<file path="config.mk">
export PLATFORM = sky130hd
export DESIGN_NAME = shift_pipe_flat
export DESIGN_NICKNAME = d
export VERILOG_FILES = /design/src/rtl/shift_pipe_if.sv /design/src/rtl/shift_pipe.sv /design/src/flat_wrapper.sv
export SDC_FILE = /design/constraint.sdc
export NUM_CORES = 1
export LEC_CHECK = 0
export BUFFER_PORTS_ARGS = -buffer_cell sky130_fd_sc_hd__buf_4
export CAP_MARGIN = 40
export CORE_MARGIN = 4
export CORE_UTILIZATION = 35
export CTS_CLUSTER_DIAMETER = 200
export DETAILED_ROUTE_END_ITERATION = 12
export PLACE_DENSITY = 0.59
export RECOVER_POWER = 25
export SLEW_MARGIN = 20
export SYNTH_ARGS = -nofsm -noshare
export SYNTH_HDL_FRONTEND = slang
export SYNTH_SLANG_ARGS = --single-unit
</file>
<file path="constraint.sdc">
create_clock -name clk -period 2.3 [get_ports clk]
set_input_delay 0.46 -clock clk [delete_from_list [all_inputs] [get_ports clk]]
set_output_delay 0.46 -clock clk [all_outputs]
set_load 0.005 [all_outputs]
</file>
<file path="src/rtl/shift_pipe_if.sv">
// shift_pipe_if -- handshake bundle for the two-stage shifter pipeline.
//
// Input side : in_valid/in_ready handshake carrying in_data, in_amt,
//              in_op and in_tag.
// Output side: out_valid/out_ready handshake carrying out_data, out_tag
//              and out_zero.
// master: producer/consumer environment around the shifter.
// slave : the shifter itself.
interface shift_pipe_if #(
   parameter int WIDTH = 16,
   parameter int TAG_W = 4
);
   localparam int AMT_W = $clog2(WIDTH);

   logic             in_valid;
   logic             in_ready;
   logic [WIDTH-1:0] in_data;
   logic [AMT_W-1:0] in_amt;
   logic [2:0]       in_op;
   logic [TAG_W-1:0] in_tag;

   logic             out_valid;
   logic             out_ready;
   logic [WIDTH-1:0] out_data;
   logic [TAG_W-1:0] out_tag;
   logic             out_zero;

   modport master (
      output in_valid, in_data, in_amt, in_op, in_tag, out_ready,
      input  in_ready, out_valid, out_data, out_tag, out_zero
   );

   modport slave (
      input  in_valid, in_data, in_amt, in_op, in_tag, out_ready,
      output in_ready, out_valid, out_data, out_tag, out_zero
   );
endinterface

</file>
<file path="src/rtl/shift_pipe.sv">
// shift_pipe -- two-stage elastic barrel shifter (SLL/SRL/SRA/ROL/ROR).
//
// S1 applies the low shift levels (1, 2, .. 2^(K-1)), S2 applies the rest
// and registers the result together with its zero flag. Each stage holds
// a valid bit; a full stage only moves forward when the stage after it
// moves, so beats are never dropped or reordered.
//
// Ports:
//   clk    - clock, rising edge
//   rst_n  - asynchronous active-low reset, empties both stages
//   bus    - shift_pipe_if.slave: input beat handshake and result handshake
//
// Configuration:
//   SHIFT_PIPE_ROTATE_EN - when defined, ROL/ROR rotate; otherwise the
//                          rotate logic is left out and ROL acts as SLL,
//                          ROR as SRL.
module shift_pipe #(
   parameter int WIDTH = 16,
   parameter int TAG_W = 4
) (
   input  logic        clk,
   input  logic        rst_n,
   shift_pipe_if.slave bus
);
   localparam int AMT_W = $clog2(WIDTH);
   // number of levels handled by S1: ceil(log2(WIDTH)/2)
   localparam int K     = (AMT_W + 1) / 2;

   localparam logic [2:0] OP_SLL = 3'b000;
   localparam logic [2:0] OP_SRL = 3'b001;
   localparam logic [2:0] OP_SRA = 3'b010;
   localparam logic [2:0] OP_ROL = 3'b011;
   localparam logic [2:0] OP_ROR = 3'b100;

   function automatic logic [WIDTH-1:0] shift_by(
      input logic [WIDTH-1:0] d,
      input int               sh,
      input logic [2:0]       op
   );
      logic [WIDTH-1:0] r;
      r = d;
      case (op)
         OP_SLL: r = d << sh;
         OP_SRL: r = d >> sh;
         // the MSB survives every arithmetic level, so splitting SRA
         // across the stages still replicates the original sign bit
         OP_SRA: r = $unsigned($signed(d) >>> sh);
`ifdef SHIFT_PIPE_ROTATE_EN
         OP_ROL: r = (d << sh) | (d >> (WIDTH - sh));
         OP_ROR: r = (d >> sh) | (d << (WIDTH - sh));
`else
         OP_ROL: r = d << sh;
         OP_ROR: r = d >> sh;
`endif
         default: r = d;
      endcase
      return r;
   endfunction

   // apply levels lo..hi-1 of the log shifter
   function automatic logic [WIDTH-1:0] shift_levels(
      input logic [WIDTH-1:0] d,
      input logic [AMT_W-1:0] amt,
      input logic [2:0]       op,
      input int               lo,
      input int               hi
   );
      logic [WIDTH-1:0] r;
      r = d;
      for (int i = 0; i < AMT_W; i++) begin
         if (i >= lo && i < hi && amt[i]) begin
            r = shift_by(r, 1 << i, op);
         end
      end
      return r;
   endfunction

   logic             s1_valid;
   logic [WIDTH-1:0] s1_data;
   logic [AMT_W-1:0] s1_amt;
   logic [2:0]       s1_op;
   logic [TAG_W-1:0] s1_tag;

   logic             s2_valid;
   logic [WIDTH-1:0] s2_data;
   logic [TAG_W-1:0] s2_tag;
   logic             s2_zero;

   logic             s2_adv;
   logic             s1_adv;
   logic [WIDTH-1:0] s1_next;
   logic [WIDTH-1:0] s2_next;

   assign s2_adv  = bus.out_ready | ~s2_valid;
   assign s1_adv  = s2_adv | ~s1_valid;

   assign s1_next = shift_levels(bus.in_data, bus.in_amt, bus.in_op, 0, K);
   assign s2_next = shift_levels(s1_data, s1_amt, s1_op, K, AMT_W);

   always_ff @(posedge clk or negedge rst_n) begin
      if (!rst_n) begin
         s1_valid <= 1'b0;
         s1_data  <= '0;
         s1_amt   <= '0;
         s1_op    <= '0;
         s1_tag   <= '0;
         s2_valid <= 1'b0;
         s2_data  <= '0;
         s2_tag   <= '0;
         s2_zero  <= 1'b0;
      end else begin
         if (s2_adv) begin
            s2_valid <= s1_valid;
            // payload only loads with a real beat so idle cycles leave
            // the output registers quiet
            if (s1_valid) begin
               s2_data <= s2_next;
               s2_tag  <= s1_tag;
               s2_zero <= (s2_next == '0);
            end
         end
         if (s1_adv) begin
            s1_valid <= bus.in_valid;
            if (bus.in_valid) begin
               s1_data <= s1_next;
               s1_amt  <= bus.in_amt;
               s1_op   <= bus.in_op;
               s1_tag  <= bus.in_tag;
            end
         end
      end
   end

   // combinational from out_ready through s2_adv
   assign bus.in_ready  = s1_adv;
   assign bus.out_valid = s2_valid;
   assign bus.out_data  = s2_data;
   assign bus.out_tag   = s2_tag;
   assign bus.out_zero  = s2_zero;
endmodule
</file>
<file path="src/flat_wrapper.sv">
// flat-port wrapper written by rule: the top's interface ports become plain ports
module shift_pipe_flat 
#(
   parameter int WIDTH = 16,
   parameter int TAG_W = 4
)
  (clk, rst_n, bus_in_valid, bus_in_data, bus_in_amt, bus_in_op, bus_in_tag, bus_out_ready, bus_in_ready, bus_out_valid, bus_out_data, bus_out_tag, bus_out_zero);
  shift_pipe_if #(.WIDTH(WIDTH), .TAG_W(TAG_W)) bus_i ();
  input  logic clk;
  input  logic rst_n;
  input wire logic [$bits(bus_i.in_valid)-1:0] bus_in_valid;
  input wire logic [$bits(bus_i.in_data)-1:0] bus_in_data;
  input wire logic [$bits(bus_i.in_amt)-1:0] bus_in_amt;
  input wire logic [$bits(bus_i.in_op)-1:0] bus_in_op;
  input wire logic [$bits(bus_i.in_tag)-1:0] bus_in_tag;
  input wire logic [$bits(bus_i.out_ready)-1:0] bus_out_ready;
  output wire logic [$bits(bus_i.in_ready)-1:0] bus_in_ready;
  output wire logic [$bits(bus_i.out_valid)-1:0] bus_out_valid;
  output wire logic [$bits(bus_i.out_data)-1:0] bus_out_data;
  output wire logic [$bits(bus_i.out_tag)-1:0] bus_out_tag;
  output wire logic [$bits(bus_i.out_zero)-1:0] bus_out_zero;
  assign bus_i.in_valid = bus_in_valid;
  assign bus_i.in_data = bus_in_data;
  assign bus_i.in_amt = bus_in_amt;
  assign bus_i.in_op = bus_in_op;
  assign bus_i.in_tag = bus_in_tag;
  assign bus_i.out_ready = bus_out_ready;
  assign bus_in_ready = bus_i.in_ready;
  assign bus_out_valid = bus_i.out_valid;
  assign bus_out_data = bus_i.out_data;
  assign bus_out_tag = bus_i.out_tag;
  assign bus_out_zero = bus_i.out_zero;
  shift_pipe #(.WIDTH(WIDTH), .TAG_W(TAG_W)) u_core (.clk(clk), .rst_n(rst_n), .bus(bus_i));
endmodule
</file>
==> impl_results.md <==
* Routed vias at roughly 3600
* Share of cells above drive strength 1 at 0.321
* Ys async rst share at 1.00
* Worst VDD drop at between 0.2 and 0.3 mV
* # diodes at 0
* YS warnings at 0
* Post-synth EDFFs at 0
* Total track usage at 0.187
* Syn_nets at between 400 and 500
* Tmin final at roughly 2.2 ns
* CP startpoint kind: flop
* Final hold violation count at 0
* Antenna violations before repair at 0
* Detailed Place HPWL at between 8 and 9 mm
* TritonCTS clock tree: yes
* Layout filler cell count at about 930
* IO Pins at 54
* Vias/cell at between 5 and 6
* Vias in the first global route at between 3000 and 4000
* Largest net degree at the start of global routing at between 40 and 50
* Initial DRC Count at about 220
* Post-synth cell types at between 50 and 60
* # rows at 35
* Die W at approximately 110 um
* Setup violations, final at 0
* Tcrit/Tclk final at 0.964
* Later-pin clock latency in the skew report at between 0.3 and 0.4 ns
* WL final at approximately 11 mm
* Syn avg cell area at between 8 and 9 um^2
* CP Class: reg -> reg
* Synth area leader: dfrtp_1
* Post-synthesis sequential area ratio at 0.349
* Overall Power at roughly 3.4 mW
* Sink Count at between 40 and 50
* RSZ-0062 raised after global routing: yes
* Final core occ at 0.472
* P&R area growth vs syn at 29.0%
* Synth top area cells: dfrtp_1, o21ai_0, mux2_2, nand2_1, a21oi_1
* Routability cong. at approximately 0.92
* CTS Hold Bufs at 0
* Htree depth at 2
* Required time worst endpoint at 2.51 ns
* Pre-Repair DR Iteration Count at 5
* DRC Markers at 0
* Die height at approximately 110 um
* Fmax at about 450 MHz
* First-pass GRT wire length at ~18 mm
* Pre-CTS setup slack at -0.0769 ns
* PortBufs at 53
* Routed Antenna Nets at 0
* Root Buffer Master: clkbuf_8
* Max-cap viol count at 0
* Post-Syn Area at about 3400 um^2
* Worst Tran Pin Value at 1.18 ns
* Leak at about 1.9 nW
* Slew HR at 0.215
* Core area at 9420 um^2
* Final worst clock skew at between 0.008 and 0.009 ns
* Post-Synthesis Cells at around 410
* Die area at between 10000 and 15000 um^2
* Flops & latches, synth at 48
* Grt ovf at 0
* Crit. End Element: flop
* Max Fanout on Critical Path at 11
* HP Class: in -> reg
* Final net count at between 500 and 600
* Most used DFF post-synth: dfrtp_1
* Slew Limit Fails at 0
* Clk slew on worst S/H paths at 0.09 ns
* Starting Density at 0.366
* Share of the synthesized area in the top cell type at 0.349
* CP arrival at approximately 2.4 ns
* Longest Clk Path Bufs at 2
* Post-route setup slack at 0.0830 ns
* Total CTS buffers at 5
* Outcome: finished, final reports clean
* Avg WL per Cell at about 17 um
* Pwr dens at about 770 nW/um^2
[routing by layer]
layer | vias to the layer above | track usage | wire, um
met3 | 18 | 0.0307 | 677
met4 | 0 | 0.0539 | 175
li1 | 1729 | - | -
met2 | 130 | 0.315 | 5210
met5 | - | 0 | 0
met1 | 1720 | 0.248 | 4600
[layout by cell type (no fill, tap or decap), types with 3 or more instances in the layout]
cell type,count
nor3_1,3
a221oi_1,7
nand3_1,7
nand3b_1,3
dfrtp_1,44
a21oi_1,24
a32o_1,7
o211ai_1,4
a21o_1,5
nand2b_1,8
clkbuf_8,6
a31oi_1,5
a21oi_2,4
nor2_1,33
buf_4,110
a22o_1,9
a32oi_1,5
dfrtp_2,4
o221ai_1,5
nor2b_1,8
a221o_1,10
nand2_1,48
and2_1,5
mux2_2,18
a22oi_1,5
o22ai_1,7
mux2i_1,4
o21ai_0,43
a222oi_1,5
inv_1,5
[worst paths after layout]
check | startpoint | to | slack (ns) | cells after the start
setup / recovery | u_core.s1_op[2] | u_core.bus.out_zero | 0.08 | 8
hold / removal | bus_in_valid | u_core.s1_valid | 0.35 | 2
setup reg to reg | u_core.s1_op[2] | u_core.bus.out_zero | 0.08 | 8
hold reg to reg | u_core.bus.out_data[14] | u_core.bus.out_data[14] | 0.48 | 2
max in group asynchronous | rst_n | u_core.s1_op[0] | 1.15 | 1
min in group asynchronous | rst_n | u_core.bus.out_valid | 0.36 | 1
[registers in the layout, indices dropped and copies added (netlist names)]
signal	flops
u_core.s1_tag	4
u_core.bus.out_valid	1
u_core.bus.out_data	16
u_core.s1_valid	1
u_core.s1_op	3
u_core.s1_data	16
u_core.s1_amt	2
u_core.bus.out_tag	4
u_core.bus.out_zero	1
[cell usage after synthesis, drive strengths merged (5+ instances only)]
cell / count
mux2: 19
o221ai: 5
a32o: 7
a22o: 9
a31oi: 5
nand3: 7
a22oi: 5
clkbuf: 24
nor2: 34
nand2b: 8
dfrtp: 48
and2: 7
a21o: 5
a32oi: 5
a21oi: 28
nor2b: 8
a221oi: 7
a221o: 10
nand2: 48
o22ai: 7
a222oi: 5
inv: 5
buf: 11
o21ai: 46
[metrics by stage]
step                std cells  setup TNS, ns  instance area (um^2)  hold WS (ns)
floorplan                 411              0                  3440         0.164
global placement          613        -0.0243                  4280         0.462
detailed placement        613         -0.126                  4280         0.471
CTS                       624              0                  4400         0.173
global route              625        -0.0723                  4440         0.353
finish                    625              0                  4440         0.346
[layout make-up]
class,count,area (um^2),share of cell area
Multi-Input combinational cell,323,2110,0.475
Sequential cell,48,1210,0.272
Timing Repair Buffer,112,851,0.192
Tap cell,129,161,0.0363
Clock buffer,6,82.6,0.0186
Inverter,5,18.8,0.00423
Clock inverter,2,13.8,0.00310
[critical path, stage by stage, from the launching register on]
cell and delay, ns:
dfrtp_2 0.49, buf_4 0.22, nor2b_1 0.10, a21o_1 0.19, a22oi_1 0.14, a31oi_1 0.12, o22a_1 0.24, or2_2 0.31
o41ai_2 0.31
[repair_timing]
item,in CTS,in global routing
setup endpoints to repair,1,5
pin swaps,3,5
resized for setup,5,11
setup buffers,3,1
[power by group]
group / internal, mW / switching [mW]
sequential: 1.05 / 0.213
combinational: 0.834 / 0.769
clock: 0.246 / 0.296
total: 2.13 / 1.28
[cell families after synthesis]
logic type             after synthesis  share of synthesized area
AO/OA/AOI/OAI                      167                      0.340
AND/OR/NAND/NOR                    129                      0.177
flip-flops                          48                      0.349
buffers and inverters               40                     0.0472
multiplexers                        23                     0.0749
XOR/XNOR                             4                     0.0124
Power figures use the tool's default switching activity.
